File: config.mk
export PLATFORM = sky130hd
export DESIGN_NAME = key_led_counter
export DESIGN_NICKNAME = d
export VERILOG_FILES = /design/src/rtl/key_led_pkg.sv /design/src/rtl/key_filter.sv /design/src/rtl/key_led_counter.sv
export SDC_FILE = /design/constraint.sdc
export NUM_CORES = 1
export LEC_CHECK = 0
export BUFFER_PORTS_ARGS = -buffer_cell sky130_fd_sc_hd__buf_2
export CAP_MARGIN = 20
export CORE_MARGIN = 2
export CORE_UTILIZATION = 56
export DETAILED_ROUTE_END_ITERATION = 8
export PLACE_DENSITY = 0.78
export SLEW_MARGIN = 20
export SYNTH_ARGS = -nofsm -noshare
export SYNTH_HDL_FRONTEND = slang
export SYNTH_SLANG_ARGS = --single-unit
File: constraint.sdc
create_clock -name Clk -period 2.19 [get_ports Clk]
set_clock_uncertainty 0.05 [all_clocks]
set_input_delay 0.1095 -clock Clk [delete_from_list [all_inputs] [get_ports Clk]]
set_output_delay 0.1095 -clock Clk [all_outputs]
set_load 0.05 [all_outputs]
File: src/rtl/key_led_pkg.sv
// Shared definitions for the two-key LED counter.
//   key_fsm_e         : debounce FSM states
//   DefaultClkFreqHz  : board clock (50 MHz core board)
//   DefaultDebounceMs : key stability window in milliseconds
//   debounce_cycles() : stability window expressed in clock cycles
package key_led_pkg;

  typedef enum logic [1:0] {
    StIdle,       // key released
    StPressFilt,  // key seen low, waiting for it to stay low
    StDown,       // press accepted, key held
    StRelFilt     // key seen high, waiting for it to stay high
  } key_fsm_e;

  localparam int unsigned DefaultClkFreqHz  = 50_000_000;
  localparam int unsigned DefaultDebounceMs = 20;

  function automatic int unsigned debounce_cycles(input int unsigned clk_freq_hz,
                                                  input int unsigned debounce_ms);
    return clk_freq_hz / 1000 * debounce_ms;
  endfunction

endpackage

File: src/rtl/key_filter.sv
// Synchroniser plus debounce filter for one active-low mechanical key.
//   Clk       in  system clock, rising edge
//   Rst_n     in  asynchronous active-low reset
//   key_in    in  raw key level, active-low, asynchronous to Clk
//   key_flag  out single-cycle pulse when a press is accepted
//   key_state out 1 while released or filtering a press, 0 while held or filtering a release
module key_filter
  import key_led_pkg::*;
#(
  parameter int unsigned CLK_FREQ_HZ = DefaultClkFreqHz,
  parameter int unsigned DEBOUNCE_MS = DefaultDebounceMs
) (
  input  logic Clk,
  input  logic Rst_n,
  input  logic key_in,
  output logic key_flag,
  output logic key_state
);

  localparam int unsigned DebounceCycles = debounce_cycles(CLK_FREQ_HZ, DEBOUNCE_MS);
  localparam int unsigned TimerW = (DebounceCycles > 1) ? $clog2(DebounceCycles) : 1;
  localparam logic [TimerW-1:0] TimerMax = TimerW'(DebounceCycles - 1);

  logic [1:0]        sync_q;
  logic              key_sync;
  key_fsm_e          state_q, state_d;
  logic [TimerW-1:0] timer_q, timer_d;
  logic              flag_q, flag_d;

  // Synchroniser resets to the idle (released) level so reset never looks like a press.
  always_ff @(posedge Clk or negedge Rst_n) begin
    if (!Rst_n) begin
      sync_q <= 2'b11;
    end else begin
      sync_q <= {sync_q[0], key_in};
    end
  end

  assign key_sync = sync_q[1];

  always_comb begin
    state_d = state_q;
    timer_d = timer_q;
    flag_d  = 1'b0;
    unique case (state_q)
      StIdle: begin
        if (!key_sync) begin
          state_d = StPressFilt;
          timer_d = '0;
        end
      end
      StPressFilt: begin
        if (key_sync) begin
          state_d = StIdle;
        end else if (timer_q == TimerMax) begin
          state_d = StDown;
          flag_d  = 1'b1;
        end else begin
          timer_d = timer_q + 1'b1;
        end
      end
      StDown: begin
        if (key_sync) begin
          state_d = StRelFilt;
          timer_d = '0;
        end
      end
      StRelFilt: begin
        if (!key_sync) begin
          state_d = StDown;
        end else if (timer_q == TimerMax) begin
          state_d = StIdle;
        end else begin
          timer_d = timer_q + 1'b1;
        end
      end
      default: state_d = StIdle;
    endcase
  end

  always_ff @(posedge Clk or negedge Rst_n) begin
    if (!Rst_n) begin
      state_q <= StIdle;
      timer_q <= '0;
      flag_q  <= 1'b0;
    end else begin
      state_q <= state_d;
      timer_q <= timer_d;
      flag_q  <= flag_d;
    end
  end

  assign key_flag  = flag_q;
  assign key_state = (state_q == StIdle) || (state_q == StPressFilt);

endmodule

File: src/rtl/key_led_counter.sv
// Board top level: two debounced keys step a 2-bit up/down counter shown on two LEDs.
//   Clk      in  system clock, rising edge
//   Rst_n    in  asynchronous active-low reset
//   key_in0  in  raw key 0 (increment), active-low
//   key_in1  in  raw key 1 (decrement), active-low
//   led      out counter value, active-high
module key_led_counter
  import key_led_pkg::*;
#(
  parameter int unsigned CLK_FREQ_HZ = DefaultClkFreqHz,
  parameter int unsigned DEBOUNCE_MS = DefaultDebounceMs
) (
  input  logic       Clk,
  input  logic       Rst_n,
  input  logic       key_in0,
  input  logic       key_in1,
  output logic [1:0] led
);

  logic       flag0, flag1;
  logic       key_state0, key_state1;
  logic [1:0] count_q, count_d;
  logic       unused_key_state;

  key_filter #(
    .CLK_FREQ_HZ(CLK_FREQ_HZ),
    .DEBOUNCE_MS(DEBOUNCE_MS)
  ) u_key_filter0 (
    .Clk      (Clk),
    .Rst_n    (Rst_n),
    .key_in   (key_in0),
    .key_flag (flag0),
    .key_state(key_state0)
  );

  key_filter #(
    .CLK_FREQ_HZ(CLK_FREQ_HZ),
    .DEBOUNCE_MS(DEBOUNCE_MS)
  ) u_key_filter1 (
    .Clk      (Clk),
    .Rst_n    (Rst_n),
    .key_in   (key_in1),
    .key_flag (flag1),
    .key_state(key_state1)
  );

  // Held-key level is not needed by the counter.
  assign unused_key_state = key_state0 ^ key_state1;

  // Simultaneous up and down presses cancel.
  always_comb begin
    count_d = count_q;
    case ({flag1, flag0})
      2'b01:   count_d = count_q + 2'd1;
      2'b10:   count_d = count_q - 2'd1;
      default: count_d = count_q;
    endcase
  end

  always_ff @(posedge Clk or negedge Rst_n) begin
    if (!Rst_n) begin
      count_q <= 2'b00;
    end else begin
      count_q <= count_d;
    end
  end

  assign led = count_q;

endmodule

Word-level counts from Yosys, hierarchy flattened
Cells that the tools add are included.
{ "word_totals": {"register_bits": 52, "inputBits": 4, "wordCells": 75} }
{ "op_classes": {"n_addsub": 4, "n_eq_ne": 22, "n_mux": 33, "reduce_logical": 7} }
{ "op_table": {"columns": ["operator", "n"], "rows": [
  ["two-way mux 20 bit", 10],
  ["case mux 20 bit (4 select lines)", 2],
  ["adder 20 x 1 -> 20 bit, second input constant", 2],
  ["== test 20 bit, second input constant", 2],
  ["two-way mux 2 bit", 12],
  ["case mux 2 bit (4 select lines)", 2],
  ["AND reduction 4 bit", 4],
  ["== test 2 bit, second input constant", 5],
  ["inequality test 2 x 1 -> 1 bit, second input constant", 4],
  ["inequality test 2 bit, second input constant", 4],
  ["== test 2 x 1 -> 1 bit, second input constant", 3],
  ["two-way mux 1 bit", 6],
  ["inequality test 3 x 1 -> 1 bit, second input constant", 2],
  ["inequality test 3 bit, second input constant", 2],
  ["zero test 2 bit", 2],
  ["case mux 2 bit (2 select lines)", 1],
  ["adder 2 x 1 -> 2 bit, second input constant", 1],
  ["nonzero test 2 bit", 1],
  ["subtractor 2 x 1 -> 2 bit, second input constant", 1]
]} }

Depth between registers and ports, before layout
{ "depth": {"depth_word": 4, "ltp_mapped": 6, "depth_no_buf": 6} }

Hierarchy
Synthesis repeated with hierarchy kept, for this count alone.
{ "hier_totals": {"hier_cells": 272, "hier_area_um2": 2806.4} }
{ "modules_own_cells": {"columns": ["mod", "n_inst", "cells_per_inst", "area_each_um2", "seq_area_each_um2"], "rows": [
  ["key_filter", 2, 132, 1355.0, 628.1],
  ["key_led_counter", 1, 8, 96.3, 50.0]
]} }

Least setup slack after synthesis
Ideal clock, no wire load.
{ "synth_path": {"kind": "reg2reg", "startpoint": "register u_key_filter1.timer_q[13]", "endpoint": "register u_key_filter1.timer_q[0]", "setup_ps": 121, "arrival_time_ps": 2198, "required_ps": 2019, "path_slack_ps": -179, "stages_incl_launch_ff": 7, "synth_period_minus_slack_ps": 2369, "path_cell_list": "dfrtp_1 > or4_1 > or4_1 > or3_1 > buf_6 > mux2_4 > a22o_1"} }
{ "synth_via": {"elab_chain_len": 4, "elab_cells_between_ends": 5, "classes_between": "1 x eq/ne; 4 x mux"} }
{ "synth_lines": {"columns": ["item", "line_no", "rtl"], "rows": [
  ["start, declared", "key_filter.sv:27", "logic [TimerW-1:0] timer_q, timer_d;"],
  ["start signal, assigned", "key_filter.sv:88", "timer_q <= timer_d;"],
  ["== test 20 bit (*)", "key_filter.sv:55, key_filter.sv:71", null],
  ["two-way mux 20 bit (*)", null, null],
  ["two-way mux 20 bit, on equally long branches", null, null],
  ["case mux 20 bit (4 select lines) (*)", null, null]
]} }
Mark *: on every way between the ends. The rest lies on a longest branch, timed or not. The select of a mux whose other input is x is not followed.
A chain may end at the register's enable or synchronous reset.

Worst setup path after layout
{ "layout_path": {"startpoint": "register u_key_filter1.timer_q[12]", "endpoint": "register u_key_filter1.timer_q[0]"} }
Same word-level chain as after synthesis.

==> run metrics <==
commonest non-fill, non-tap cell in the layout dfrtp_1; worst r2r path cells 5; I/O Buffers 5; ys async rst share 1.00; f_max 428 MHz; Vias 2349; Stages on worst setup path 5; total power 1.77 mW; drt wl/cell 14.8 µm; Crit Path Category flip-flop to flip-flop; Ys Warns 0; Num CTS Buffers 5; PnR worst setup slack -0.149 ns; WP data required 2.33 ns; failing checks negative setup slack; Crit path buffers/inverters 0; Tcrit/Tclk final 1.07; total track usage 0.223; sequential-to-total area share from yosys stat 0.472; Initial Util 0.583; number of global-route vias before repair 2184; worst skew pair latency 0.29 ns; Final Slew Violations 0; Post-Syn Nets 296; largest net degree at the start of global routing 31; Die Area 5520 µm²; synthesized area 2770 µm²; number of synthesized flops with an enable pin 0; Sink Count 52; Rel. slew slack 0.484; Yosys reg bits 52; HPWL Detailed 4.02 mm; drt first pass iters 5; outcome complete, but fails checks; Die H 74.3 µm; Iteration-0 DRC Markers 166; placed cells 380; antenna diode count 0; TritonCTS clock tree done; Worst-path clk slew 0.09 ns; number of nets in the layout 330; Synth cell types 48; worst-path cell chain or4_1 -> or4_4 -> or3_4 -> mux2_4 -> a22o_1; VDD IR max 311 µV; commonest cells after routing, fill and taps aside 48 x dfrtp_1, 32 x nand2_1, 30 x buf_4; Hold/Removal Path Class input pin to async pin; crit path max fanout 5; Slowest cell on crit path or4_1; setup repair after global routing missed its margin yes; Lkg Pwr 1.44 nW; initial antenna violation count 0; syn avg cell area 9.59 µm²; Setup Viol. Count Final 7; row cnt 25; DRC viols 0; PD cells 545 nW/µm²; max incr delay on CP 0.50 ns; Top FF cell, synth dfrtp_1; post-route insts no fill 391; die width 74.3 µm; H-Tree Depth 2; Place WS -0.173 ns; layout cell share with drive strength beyond 1 0.210; GPL Wtd Cong 0.917; Syn-to-layout area delta 17.1%; Arr. time, crit path 2.48 ns; Crit. End Element flip-flop; gr ovfl total 0; CTS Root Cell clkbuf_8; CP Launch Type flip-flop; antenna-violating nets left 0; Hold Vio Cnt, Final 0; IO Count 6; Largest delay share family, worst path simple AND/OR/NAND/NOR gates; clk buf depth 2; final WL 5.78 mm; # fillers 374; Vias/cell 6.01; first-pass GRT wire length 9.65 mm; Final min period 2.34 ns; Worst Tran Pin Value 0.767 ns; Max-Cap Viols 0; Post-Syn Instances 289; core area 4750 µm²
## path summary, 6_finish.rpt
path	startpoint	end	slack, ns
worst max-delay path	u_key_filter1.timer_q[12]	u_key_filter1.timer_q[0]	-0.15
worst min-delay path	Rst_n	u_key_filter0.timer_q[2]	0.27
worst max register to register	u_key_filter1.timer_q[12]	u_key_filter1.timer_q[0]	-0.15
worst min register to register	u_key_filter0.sync_q[0]	u_key_filter0.sync_q[1]	0.31
max in group asynchronous	Rst_n	u_key_filter0.sync_q[0]	1.16
min in group Clk	u_key_filter0.sync_q[0]	u_key_filter0.sync_q[1]	0.31
## Yosys cell counts, types with 5 or more instances
| master | n | area, µm² |
|---|---|---|
| or4_1 | 5 | 37.5 |
| dfrtp_1 | 48 | 1200 |
| inv_1 | 6 | 22.5 |
| nand2_1 | 32 | 120 |
| mux2_2 | 6 | 67.6 |
| clkbuf_1 | 9 | 33.8 |
| nand4_1 | 8 | 50.1 |
| and3_1 | 7 | 43.8 |
| xor2_1 | 14 | 123 |
| nor2_1 | 26 | 97.6 |
| nand3_1 | 28 | 140 |
| a21oi_1 | 8 | 40.0 |
| a22o_1 | 12 | 105 |
| nor4_1 | 5 | 31.3 |
| nor3_1 | 10 | 50.1 |
| o21ai_0 | 7 | 35.0 |
## registers in the layout, indices dropped and copies added, names as in the netlist, named ones only
name	count
u_key_filter0.timer_q	20
u_key_filter1.timer_q	20
led	2
u_key_filter0.sync_q	2
u_key_filter1.sync_q	2
u_key_filter0.key_flag	1
u_key_filter0.state_q	1
u_key_filter1.key_flag	1
u_key_filter1.state_q	1
## worst register-to-register path, cell delays in order, from the launching register on
cell     delay (ns)
dfrtp_1        0.38
or4_1          0.50
or4_4          0.42
or3_4          0.38
mux2_4         0.31
a22o_1         0.19
## report_power, final
| part | leakage, nW | internal (mW) | total (mW) | switching, mW |
|---|---|---|---|---|
| Clock | 0.0455 | 0.258 | 0.553 | 0.294 |
| Combinational | 0.689 | 0.0769 | 0.173 | 0.0963 |
| Sequential | 0.702 | 0.998 | 1.04 | 0.0449 |
| Total | 1.44 | 1.33 | 1.77 | 0.435 |
## kinds of logic after synthesis
group,Yosys count,synth area share
XOR/XNOR,18,0.0569
flip-flops,52,0.472
AO/OA/AOI/OAI,46,0.122
buffers and inverters,18,0.0271
AND/OR/NAND/NOR,141,0.264
multiplexers,11,0.0443
adder cells (fa/ha/maj),3,0.0136
## area by class of cell
cell class / count / area (µm²) / share of cell area
multi-input cells: 219 / 1440 / 0.444
inverters: 6 / 22.5 / 0.00694
flip-flops and latches: 52 / 1310 / 0.403
clock buffers: 8 / 90.1 / 0.0278
repair buffers: 39 / 300 / 0.0926
well taps: 67 / 83.8 / 0.0258
## stage by stage
step / setup TNS [ns] / hold WS (ns) / cell area [µm²] / utilization
final: -0.621 / 0.267 / 3240 / 0.682
after global routing: -1.17 / 0.303 / 3240 / 0.682
after CTS: -0.728 / 0.264 / 3200 / 0.674
after detailed placement: -0.926 / 0.0484 / 3080 / 0.648
after global placement: -0.902 / 0.0356 / 3080 / 0.648
after floorplan: -0.462 / -0.236 / 2770 / -
## per-layer routing
layer	share of wire	wire length, µm	global-route usage	vias up
met5	0	0	0	-
met4	0.0095	55	0.0794	0
met3	0.055	319	0.0488	7
met2	0.46	2660	0.345	69
met1	0.47	2740	0.311	1139
li1	-	-	-	1134
## timing repair
| item | 4_1_cts | 5_1_grt |
|---|---|---|
| resized for setup | 1 | 6 |
| hold buffers | 3 | 0 |
| setup buffers | 0 | 0 |
| endpoints found under the hold margin | 19 | 0 |
| endpoints found under the setup margin | 7 | 15 |
(Power assumes the default switching activity.)
